File: config.mk
export PLATFORM = sky130hd
export DESIGN_NAME = surfboard_stream_flat
export DESIGN_NICKNAME = d
export VERILOG_FILES = /design/src/rtl/surfboard_stream_if.sv /design/src/rtl/surfboard_stream.sv /design/src/flat_wrapper.sv
export SDC_FILE = /design/constraint.sdc
export NUM_CORES = 1
export LEC_CHECK = 0
export BUFFER_PORTS_ARGS = -buffer_cell sky130_fd_sc_hd__buf_4
export CORE_MARGIN = 5
export CORE_UTILIZATION = 60
export CTS_CLUSTER_SIZE = 14
export DETAILED_ROUTE_END_ITERATION = 6
export HOLD_SLACK_MARGIN = 0.08
export PLACE_DENSITY = 0.73
export SLEW_MARGIN = 20
export SYNTH_ARGS = -nofsm -noshare
export SYNTH_HDL_FRONTEND = slang
export SYNTH_SLANG_ARGS = --single-unit
File: constraint.sdc
create_clock -name clk -period 9.4 [get_ports clk]
set_clock_uncertainty 0.15 [all_clocks]
set_input_delay 0 -clock clk [delete_from_list [all_inputs] [get_ports clk]]
set_output_delay 0 -clock clk [all_outputs]
set_load 0.05 [all_outputs]
File: src/rtl/surfboard_stream_if.sv
// Streaming handshake bundle for the 2x2 matrix-product engine: operand words in, result words out.
interface surfboard_stream_if #(
  parameter int W = 16
);
  logic [W-1:0] in_data;
  logic         in_valid;
  logic         in_ready;
  logic [W-1:0] out_data;
  logic         out_valid;
  logic         out_ready;
  logic         out_last;

  modport master (
    output in_data, in_valid, out_ready,
    input  in_ready, out_data, out_valid, out_last
  );

  modport slave (
    input  in_data, in_valid, out_ready,
    output in_ready, out_data, out_valid, out_last
  );
endinterface

File: src/rtl/surfboard_stream.sv
// Serial 2x2 matrix multiplier: loads A then B (row-major), computes one C element per cycle,
// then drains C[0..3] under out_valid/out_ready with out_last on C[3]. Arithmetic wraps mod 2^W.
module surfboard_stream #(
  parameter int W      = 16,
  parameter int SIGNED = 1
) (
  input  logic             clk,
  input  logic             rst,
  surfboard_stream_if.slave bus,
  output logic             busy_o
);

  typedef enum logic [1:0] {LOAD, COMPUTE, DRAIN} state_t;

  state_t       state_q, state_d;
  logic [2:0]   wcnt_q, wcnt_d;
  logic [1:0]   cidx_q, cidx_d;
  logic [1:0]   didx_q, didx_d;
  logic         ovld_q, ovld_d;
  logic         olast_q, olast_d;
  logic [W-1:0] odata_q, odata_d;
  logic         op_we, res_we;

  // Operand and result storage carry no reset; they are only exposed after a full COMPUTE.
  logic [W-1:0] op_q  [8];
  logic [W-1:0] res_q [4];

  function automatic logic [W-1:0] mul_wrap(input logic [W-1:0] a, input logic [W-1:0] b);
    logic signed [2*W-1:0] ax, bx;
    ax = (SIGNED != 0) ? {{W{a[W-1]}}, a} : {{W{1'b0}}, a};
    bx = (SIGNED != 0) ? {{W{b[W-1]}}, b} : {{W{1'b0}}, b};
    return W'(ax * bx);
  endfunction

  function automatic logic [W-1:0] add_wrap(input logic [W-1:0] a, input logic [W-1:0] b);
    return W'(a + b);
  endfunction

  logic         accept;
  logic [W-1:0] c_elem;
  logic [1:0]   dnext;

  assign bus.in_ready  = (state_q == LOAD) && !rst;
  assign bus.out_valid = ovld_q;
  assign bus.out_last  = olast_q;
  assign bus.out_data  = odata_q;
  assign busy_o        = (state_q != LOAD) || (wcnt_q != 3'd0);

  assign accept = bus.in_valid && bus.in_ready;
  assign dnext  = didx_q + 2'd1;

  // C[r][c] = A[r][0]*B[0][c] + A[r][1]*B[1][c], with r = cidx[1], c = cidx[0]
  assign c_elem = add_wrap(mul_wrap(op_q[{1'b0, cidx_q[1], 1'b0}], op_q[{2'b10, cidx_q[0]}]),
                           mul_wrap(op_q[{1'b0, cidx_q[1], 1'b1}], op_q[{2'b11, cidx_q[0]}]));

  always_comb begin
    state_d = state_q;
    wcnt_d  = wcnt_q;
    cidx_d  = cidx_q;
    didx_d  = didx_q;
    ovld_d  = ovld_q;
    olast_d = olast_q;
    odata_d = odata_q;
    op_we   = 1'b0;
    res_we  = 1'b0;
    unique case (state_q)
      LOAD: begin
        if (accept) begin
          op_we = 1'b1;
          if (wcnt_q == 3'd7) begin
            wcnt_d  = 3'd0;
            cidx_d  = 2'd0;
            state_d = COMPUTE;
          end else begin
            wcnt_d = wcnt_q + 3'd1;
          end
        end
      end
      COMPUTE: begin
        res_we = 1'b1;
        cidx_d = cidx_q + 2'd1;
        if (cidx_q == 2'd3) begin
          didx_d  = 2'd0;
          state_d = DRAIN;
        end
      end
      DRAIN: begin
        // First DRAIN cycle registers C[0] into the output stage.
        if (!ovld_q) begin
          ovld_d  = 1'b1;
          odata_d = res_q[0];
          olast_d = 1'b0;
          didx_d  = 2'd0;
        end else if (bus.out_ready) begin
          if (didx_q == 2'd3) begin
            ovld_d  = 1'b0;
            olast_d = 1'b0;
            odata_d = '0;
            state_d = LOAD;
          end else begin
            didx_d  = dnext;
            odata_d = res_q[dnext];
            olast_d = (dnext == 2'd3);
          end
        end
      end
      default: state_d = LOAD;
    endcase
  end

  always_ff @(posedge clk or posedge rst) begin
    if (rst) begin
      state_q <= LOAD;
      wcnt_q  <= 3'd0;
      cidx_q  <= 2'd0;
      didx_q  <= 2'd0;
      ovld_q  <= 1'b0;
      olast_q <= 1'b0;
      odata_q <= '0;
    end else begin
      state_q <= state_d;
      wcnt_q  <= wcnt_d;
      cidx_q  <= cidx_d;
      didx_q  <= didx_d;
      ovld_q  <= ovld_d;
      olast_q <= olast_d;
      odata_q <= odata_d;
    end
  end

  always_ff @(posedge clk) begin
    if (op_we)  op_q[wcnt_q]  <= bus.in_data;
    if (res_we) res_q[cidx_q] <= c_elem;
  end

endmodule

File: src/flat_wrapper.sv
// flat-port wrapper written by rule: the top's interface ports become plain ports
module surfboard_stream_flat 
#(
  parameter int W      = 16,
  parameter int SIGNED = 1
)
  (clk, rst, busy_o, bus_in_data, bus_in_valid, bus_out_ready, bus_in_ready, bus_out_data, bus_out_valid, bus_out_last);
  surfboard_stream_if #(.W(W)) bus_i ();
  input  logic clk;
  input  logic rst;
  output logic busy_o;
  input wire logic [$bits(bus_i.in_data)-1:0] bus_in_data;
  input wire logic [$bits(bus_i.in_valid)-1:0] bus_in_valid;
  input wire logic [$bits(bus_i.out_ready)-1:0] bus_out_ready;
  output wire logic [$bits(bus_i.in_ready)-1:0] bus_in_ready;
  output wire logic [$bits(bus_i.out_data)-1:0] bus_out_data;
  output wire logic [$bits(bus_i.out_valid)-1:0] bus_out_valid;
  output wire logic [$bits(bus_i.out_last)-1:0] bus_out_last;
  assign bus_i.in_data = bus_in_data;
  assign bus_i.in_valid = bus_in_valid;
  assign bus_i.out_ready = bus_out_ready;
  assign bus_in_ready = bus_i.in_ready;
  assign bus_out_data = bus_i.out_data;
  assign bus_out_valid = bus_i.out_valid;
  assign bus_out_last = bus_i.out_last;
  surfboard_stream #(.W(W), .SIGNED(SIGNED)) u_core (.clk(clk), .rst(rst), .bus(bus_i), .busy_o(busy_o));
endmodule
# Yosys cells after proc, flatten, opt, wreduce, memory -nomap -nowiden
# Memories as Yosys holds them, arrays and structs flattened.
# Cells that the tools add are included.
[op_classes]
add_sub_neg = 4
mul = 2
n_eq_ne = 15
mux = 32
reduce_logical = 14
[ops]
columns = ["op", "count"]
rows = [
  ["$mux W16", 3],
  ["$mul A16 B16 Y16", 2],
  ["$mux W2", 12],
  ["$add A16 B16 Y16", 1],
  ["$mux W1", 13],
  ["$eq A2 B2 Y1 const B", 4],
  ["$ne A2 B1 Y1 const B", 4],
  ["$pmux W2 S2", 2],
  ["$ne A2 B2 Y1 const B", 3],
  ["$ne A3 B3 Y1 const B", 2],
  ["$pmux W2 S3", 1],
  ["$reduce_and A6 Y1", 1],
  ["$reduce_bool A2 Y1", 3],
  ["$add A2 B1 Y2 const B", 2],
  ["$reduce_and A2 Y1", 2],
  ["$reduce_and A4 Y1", 1],
  ["$add A3 B1 Y3 const B", 1],
  ["$eq A3 B3 Y1 const B", 1],
  ["$mux W3", 1],
  ["$reduce_and A3 Y1", 1],
  ["$reduce_bool A3 Y1", 1],
  ["$eq A2 B1 Y1 const B", 1],
  ["$logic_and A1 B1 Y1", 2],
  ["$logic_not A2 Y1", 1],
  ["2 further kinds", 2],
]
[word_totals]
reg_bits = 27
ramBits = 192
inputBits = 20
out_inout_bits = 20
elab_cells = 76
mem_count = 2
[memory_table]
columns = ["memory", "words", "width", "read_ports", "rd_clocked_by_memory_dff", "write_ports", "line", "source"]
rows = [
  ["u_core.op_q", 8, 16, 4, 0, 1, "surfboard_stream.sv:25", "logic [W-1:0] op_q [8];"],
  ["u_core.res_q", 4, 16, 2, 0, 1, "surfboard_stream.sv:26", "logic [W-1:0] res_q [4];"],
]

# Longest topological paths before layout
# Gate-level depths: netlist (run 1).
[logic_depth]
depth_word = 7
ltp_mapped = 29
depth_no_buf = 25

# Least setup slack after synthesis (run 1)
# OpenSTA, ideal clock, no wires.
[synth_path]
kind = "reg-to-reg"
start = "reg u_core.cidx_q[0]"
end = "mem u_core.res_q[0][15], data pin"
setup_time_ns = 0.272
arrival_time_ns = 6.842
required_time_ns = 8.978
slack_ns = 2.136
path_stages_with_launch = 27
n_path_buf = 4
synth_period_minus_slack_ns = 7.264
path_cell_list = "dfrtp_1 > buf_6 > buf_12 > buf_8 > mux2i_1 > clkbuf_1 > or2_2 > fa_1 > inv_1 > fa_1 > inv_1 > fa_1 > inv_1 > fa_1 > inv_1 > fa_1 > fa_1 > fa_1 > fa_1 > xor2_1 > xnor2_1 > xnor2_1 > xnor2_1 > xnor2_1 > xnor2_1 > xnor3_1 > xnor2_1"
[synth_between]
elab_chain_cells = 3
word_cells_on_any_way = 4
cone_classes = "add/sub: 1; mul: 2; memory: 1"
[synth_rtl]
columns = ["element", "line", "source"]
rows = [
  ["from (decl)", "surfboard_stream.sv:17", "logic [1:0] cidx_q, cidx_d;"],
  ["from (signal assigned)", "surfboard_stream.sv:123", "cidx_q <= cidx_d;"],
  ["$mem_v2 Z8 W16 *", "--", ""],
  ["$mul A16 B16 Y16", "surfboard_stream.sv:32", "return W'(ax * bx);"],
  ["$add A16 B16 Y16 *", "surfboard_stream.sv:36", "return W'(a + b);"],
  ["named net u_core.c_elem[15]", "surfboard_stream.sv:40", "logic [W-1:0] c_elem;"],
  ["to (decl)", "surfboard_stream.sv:26", ""],
]
# Mark *: on every way through the listed nets, which the timed path passes. The rest lies on a longest branch.

# Worst setup path in the final report (run 1)
[layout_path]
start = "reg u_core.cidx_q[1]"
end = "mem u_core.res_q[3][15], data pin"
# The elaborated chain is that of the path after synthesis.

==> results_dict.tcl, run 1 <==
set metrics [dict create \
    antenna_cells 0 \
    critPathLaunchType "flip-flop" \
    rsz0062_at_grt "false" \
    synth_ff_type "edfxtp_1" \
    slowest_stage "dfrtp_2" \
    finalSetupViolations 0 \
    status "finished clean" \
    drv_slew 0 \
    firstDrtPassIters 5 \
    finalCritPeriodShare 0.871 \
    overflow 0 \
    utilization 0.672 \
    clockBufferDepth 3 \
    htreeDepth 1 \
    nNetsFinal 1842 \
    hold_class "input port to flip-flop" \
    slowest_delay_ns 0.82 \
    die_w_um 178 \
    grt_usage 0.243 \
    critPathTopFamily "adder cells" \
    synthArstFlopShare 0.123 \
    die_h_um 178 \
    cts_hold_buf 19 \
    antenna_found_initial 0 \
    layout_common_cells "inv_1, edfxtp_1, nor2_1, fa_1, ha_1" \
    cts_tree "built" \
    max-cap-violations 0 \
    area_delta_synth_final_pct 10.7 \
    cts_setup_buffers 0 \
    drive_gt1_frac 0.136 \
    ys_types 51 \
    syn_inst 1438 \
    synth-edff-count 192 \
    pre_cts_ws_ns 1.23 \
    max-slew-margin-rel 0.312 \
    drc 0 \
    syn_nets 1766 \
    required_ns 9.55 \
    place_hpwl_um 27900 \
    grt_pass1_wl_um 59400 \
    cp.buffers_inverters 2 \
    rows 61 \
    worst_setup_path_end_kind "flip-flop" \
    cts_buffers 23 \
    vias 10300 \
    dieArea_mm2 0.0315 \
    wl_per_cell_um 19.0 \
    fin_ws_ns 1.22 \
    period_minus_slack_ns 8.18 \
    crit_path_cell_trace "buf_4 > mux2i_2 > nor2_1 > fa_1 > fa_1 > inv_1 > fa_1 > fa_1 > fa_1 > fa_1 > fa_1 > fa_1 > xor2_1 > xnor2_1 > xnor2_1 > xnor2_1 > xnor2_1 > xnor2_1 > xnor3_1 > xnor2_1" \
    finalHoldViolCount 0 \
    viasPerCell 5.42 \
    synth.cell_area_mm2 0.0168 \
    max_freq_ghz 0.122 \
    clkTransAtPathRegs_ns 0.06 \
    antenna_left 0 \
    portBuffers 39 \
    synth-seq-cells 219 \
    ys_warn_count 0 \
    place_area_mm2 0.0176 \
    ys_seq_area_frac 0.382 \
    cpMostUsedCell "fa_1" \
    cts_resized 0 \
    cts_sinks 219 \
    io_pins 40 \
    gp_congestion 0.918 \
    cts_root_buf "clkbuf_16" \
    worstPathArrival_ns 8.33 \
    wirelength_um 36400 \
    grt_max_degree 35 \
    clkLatencyLatePin_ns 0.52 \
    core_mm2 0.0278 \
    tns_ns 0 \
    path_max_fanout 24 \
    grt_pass1_vias 11200 \
    worstSetupPathType "flip-flop to flip-flop" \
    start_util 0.606 \
    synth_area_per_cell_um2 11.7 \
    worst_pin_slew_ns 1.01 \
    mostFrequentLayoutCell "inv_1" \
    drt_iter0_markers 598 \
    postLayoutCellArea_mm2 0.0187 \
]
[per-stage QoR]
step                std cells  hold slack [ns]
floorplan                1438          -0.0973
global placement         1847           0.0850
detailed placement       1847           0.0949
CTS                      1908           0.0878
global route             1909           0.0946
finish                   1909            0.106
[kinds of logic after synthesis]
kind of cell / count (synthesis) / synth area share
flops: 219 / 0.382
compound gates: 70 / 0.0268
xor+xnor: 76 / 0.0403
mux: 99 / 0.0766
simple gates: 340 / 0.0873
fa+ha+maj: 308 / 0.310
buf+inv: 326 / 0.0768
[per-layer routing]
metal | vias to the layer above | track usage | wire [um]
li1 | 4746 | - | -
met4 | 0 | 0.0741 | 1180
met1 | 5234 | 0.332 | 15000
met3 | 65 | 0.0358 | 2120
met5 | - | 0 | 0
met2 | 294 | 0.409 | 18100
[worst register-to-register path: cells and delay by family, from the launching register on]
family                     cells  cell delay, ns
buffers and inverters          2            0.51
adders and majority gates      8            3.95
and+or+nand+nor                1            0.16
xor gates and xnor gates       8            1.76
DFF                            1            0.82
muxes                          1            0.62
[cells in the mapped netlist, types with 2 or more instances]
library cell,number,share of area
inv_1,292,0.065
nand2b_1,13,0.0048
or3_1,2,0.00074
ha_1,126,0.094
xnor2_1,59,0.031
o221ai_1,2,0.0010
xor2_1,16,0.0083
fa_1,182,0.22
o21ai_0,23,0.0068
nor2b_1,4,0.0015
a21oi_1,10,0.0030
nand3b_1,2,0.00089
and2_1,4,0.0015
mux2i_1,45,0.027
a22oi_1,16,0.0071
o31ai_1,2,0.00089
nand2_1,78,0.017
mux4_2,16,0.021
buf_6,5,0.0033
nand4_1,2,0.00074
o21bai_1,3,0.0013
clkbuf_1,23,0.0051
a21o_1,5,0.0022
edfxtp_1,192,0.34
nor2_1,182,0.041
nor3_1,6,0.0018
mux2i_4,2,0.0027
nand3_1,4,0.0012
nor2_2,3,0.0011
dfrtp_1,27,0.040
a21boi_0,2,0.00089
mux2_2,24,0.016
mux2i_2,12,0.0098
or2_2,37,0.014
[path summary, 6_finish.rpt]
kind	cells after the start	from	slack [ns]	to
worst max register to register	20	u_core.cidx_q[1]	1.22	u_core.res_q[3][15]
worst min-delay path	2	bus_in_data[0]	0.11	u_core.op_q[6][0]
worst min register to register	2	u_core.bus.out_data[8]	0.33	u_core.bus.out_data[8]
max in group asynchronous	4	rst	8.15	u_core.cidx_q[0]
min in group asynchronous	4	rst	0.51	u_core.wcnt_q[2]
worst max-delay path	20	u_core.cidx_q[1]	1.22	u_core.res_q[3][15]
[flip-flops by register name, indices dropped and copies added (netlist names)]
| register | cells |
|---|---|
| u_core.op_q | 128 |
| u_core.res_q | 64 |
| u_core.bus.out_data | 16 |
| u_core.wcnt_q | 3 |
| u_core.cidx_q | 2 |
| u_core.didx_q | 2 |
| u_core.state_q | 2 |
| u_core.bus.out_last | 1 |
| u_core.bus.out_valid | 1 |
[area by class of cell]
| cell class | count | area [um^2] |
|---|---|---|
| Clock inverter | 16 | 203 |
| Sequential cell | 219 | 6440 |
| Clock buffer | 26 | 587 |
| Inverter | 293 | 1100 |
| Tap cell | 378 | 473 |
| Timing Repair Buffer | 84 | 681 |
| Fill cell | 2073 | 9130 |
| Multi-Input combinational cell | 893 | 9170 |
Power of run 1 is not shown: default switching activity piles up to over one toggle a cycle in this logic, so the estimate is an artifact.
==> run 2: changes to the inputs <==
Settings changed: ABC_AREA set to 1.
==> results_dict.tcl, run 2 <==
set metrics [dict create \
    status "finished clean" \
    antenna_left 0 \
    overflow 0 \
    dieArea_mm2 0.0332 \
    hold_class "input port to flip-flop" \
    grt_pass1_wl_um 68600 \
    synth_ff_type "edfxtp_1" \
    grt_usage 0.262 \
    worst_pin_slew_ns 1.10 \
    gp_congestion 0.945 \
    die_h_um 182 \
    finalCritPeriodShare 0.830 \
    mostFrequentLayoutCell "nand2_1" \
    antenna_found_initial 0 \
    cts_resized 0 \
    layoutNonFillerInstCount 2420 \
    dp_cells 2356 \
    clockBufferDepth 3 \
    syn_nets 2278 \
    yosysTopAreaCell "edfxtp_1" \
    io_pins 40 \
    ys_warn_count 0 \
    postLayoutCellArea_mm2 0.0194 \
    synth.cell_area_mm2 0.0178 \
    drc 0 \
    start_util 0.604 \
    path_max_fanout 38 \
    cts_tree "built" \
    rsz0062_at_grt "false" \
    wirelength_um 42500 \
    cp-startpoint "u_core.cidx_q[1]" \
    clkLatencyLatePin_ns 0.55 \
    largest_reg_flops 128 \
    vias 12900 \
    clkTransAtPathRegs_ns 0.06 \
    post-synth-top-count-cell "nand2_1" \
    syn_inst 1950 \
    cts_root_buf "clkbuf_16" \
    synth_area_leaders "edfxtp_1, fa_1, nand2_1, inv_1, ha_1" \
    max-slew-margin-rel 0.269 \
    synth-edff-count 192 \
    core_mm2 0.0295 \
    wl_per_cell_um 17.6 \
    yosys-top-cells-count "nand2_1, inv_1, nor2_1" \
    finalSetupViolations 0 \
    required_ns 9.53 \
    fill_cells 2374 \
    utilization 0.659 \
    hp-start "bus_in_data[15]" \
    r2r_start "u_core.cidx_q[1]" \
    synth-seq-cells 219 \
    drt_iter0_markers 1015 \
    synth_area_per_cell_um2 9.13 \
    ys_seq_area_frac 0.362 \
    period_minus_slack_ns 7.80 \
    largest-register "u_core.op_q" \
    yosysTopAreaCellShare 0.324 \
    area_delta_synth_final_pct 9.15 \
    critPathLaunchType "flip-flop" \
    place_hpwl_um 32700 \
    tns_ns 0 \
    antenna_cells 0 \
    ys_types 41 \
    firstDrtPassIters 5 \
    grt_pass1_vias 13000 \
    synthArstFlopShare 0.123 \
    r2r-end "u_core.res_q[1][15]" \
    grt_max_degree 50 \
    portBuffers 39 \
    max_freq_ghz 0.128 \
    worst_setup_path_end_kind "flip-flop" \
    htreeDepth 1 \
    cts_buffers 24 \
    viasPerCell 5.34 \
    layout_common_cells "nand2_1, inv_1, nor2_1, edfxtp_1, fa_1" \
    drv_slew 0 \
    rows 63 \
    worstSetupPathType "flip-flop to flip-flop" \
    worstPathArrival_ns 7.93 \
    nNetsFinal 2340 \
    die_w_um 182 \
    drive_gt1_frac 0.0690 \
    reg2regPathDepth 26 \
    r2r_setup_slack_ns 1.60 \
    place_area_mm2 0.0184 \
    finalHoldViolCount 0 \
    max-cap-violations 0 \
    crit_end "u_core.res_q[1][15]" \
    cts_sinks 219 \
]
==> run 2: cell types whose count changed in the layout (fill, tap and decap cells not counted), sizes merged, moves of 11 or more <==
cell / delta
buf: -11
inv: +142
mux2: -24
mux2i: -59
mux4: -16
nand2: +384
nand2b: -13
nand3: +46
nor2: +39
o21ai: +93
o22ai: +17
or2: -33
xnor2: -52
==> run 2: cell type report <==
class,instances,area (um^2),area share
Inverter,441,1660,0.0856
Sequential cell,219,6440,0.332
Tap cell,390,488,0.0251
Clock buffer,32,631,0.0325
Multi-Input combinational cell,1253,9450,0.486
Timing Repair Buffer,73,598,0.0308
Clock inverter,12,154,0.00792
==> run 2: worst min path at each step <==
stage	slack, ns	end	depth (start not counted)
2_1_floorplan	-0.1	u_core.bus.out_data[0]	1
6_report	0.09	u_core.op_q[4][15]	2
5_1_grt	0.09	u_core.op_q[0][0]	2
4_1_cts	0.08	u_core.op_q[7][0]	2
3_5_place_dp	0.1	u_core.op_q[4][15]	1
3_3_place_gp	0.09	u_core.op_q[6][0]	1
==> run 2: critical path, cell delays in order (launching register included) <==
cell     delay, ns
dfrtp_2       0.84
inv_8         0.24
nand2_1       0.12
nand2_1       0.42
inv_1         0.28
nand2_1       0.10
fa_1          0.51
fa_1          0.46
fa_1          0.55
inv_1         0.06
fa_1          0.48
fa_1          0.56
fa_1          0.43
fa_1          0.50
inv_1         0.05
fa_1          0.48
inv_1         0.06
ha_1          0.35
nand2_1       0.09
nor2_1        0.13
nand3_1       0.10
nand3_1       0.17
inv_1         0.06
nand3_1       0.08
nand2_1       0.07
nand2_1       0.07
nand2_1       0.09
==> run 2: logic make-up (layout without fill, tap and decap cells) <==
group,count (synthesis),count (layout),share of synthesized area
AO/OA/AOI/OAI,175,175,0.0606
adder cells (fa/ha/maj),308,308,0.293
AND/OR/NAND/NOR,750,750,0.167
buffers and inverters,478,558,0.107
flip-flops,219,219,0.362
XOR/XNOR,20,20,0.00984
==> run 2: layer usage <==
metal,routed length [um],GRT usage,up-vias
li1,-,-,6122
met1,18300,0.377,6292
met2,20500,0.440,462
met3,2950,0.0277,44
met4,845,0.0519,0
met5,0,0,-
==> run 2: per-stage QoR <==
step | worst slack (ns) | hold WS, ns
final | 1.60 | 0.0921
after global routing | 1.22 | 0.0939
after CTS | 1.63 | 0.0812
after detailed placement | 1.65 | 0.0973
after global placement | 1.74 | 0.0941
after floorplan | 2.69 | -0.0973
==> run 2: what timing repair did <==
action                                 4_1_cts  5_1_grt
buffers inserted                             0        0
setup endpoints to repair                    0        0
hold buffers                                19        1
endpoints found under the hold margin      165       27
Power of run 2 is left out for the same reason.
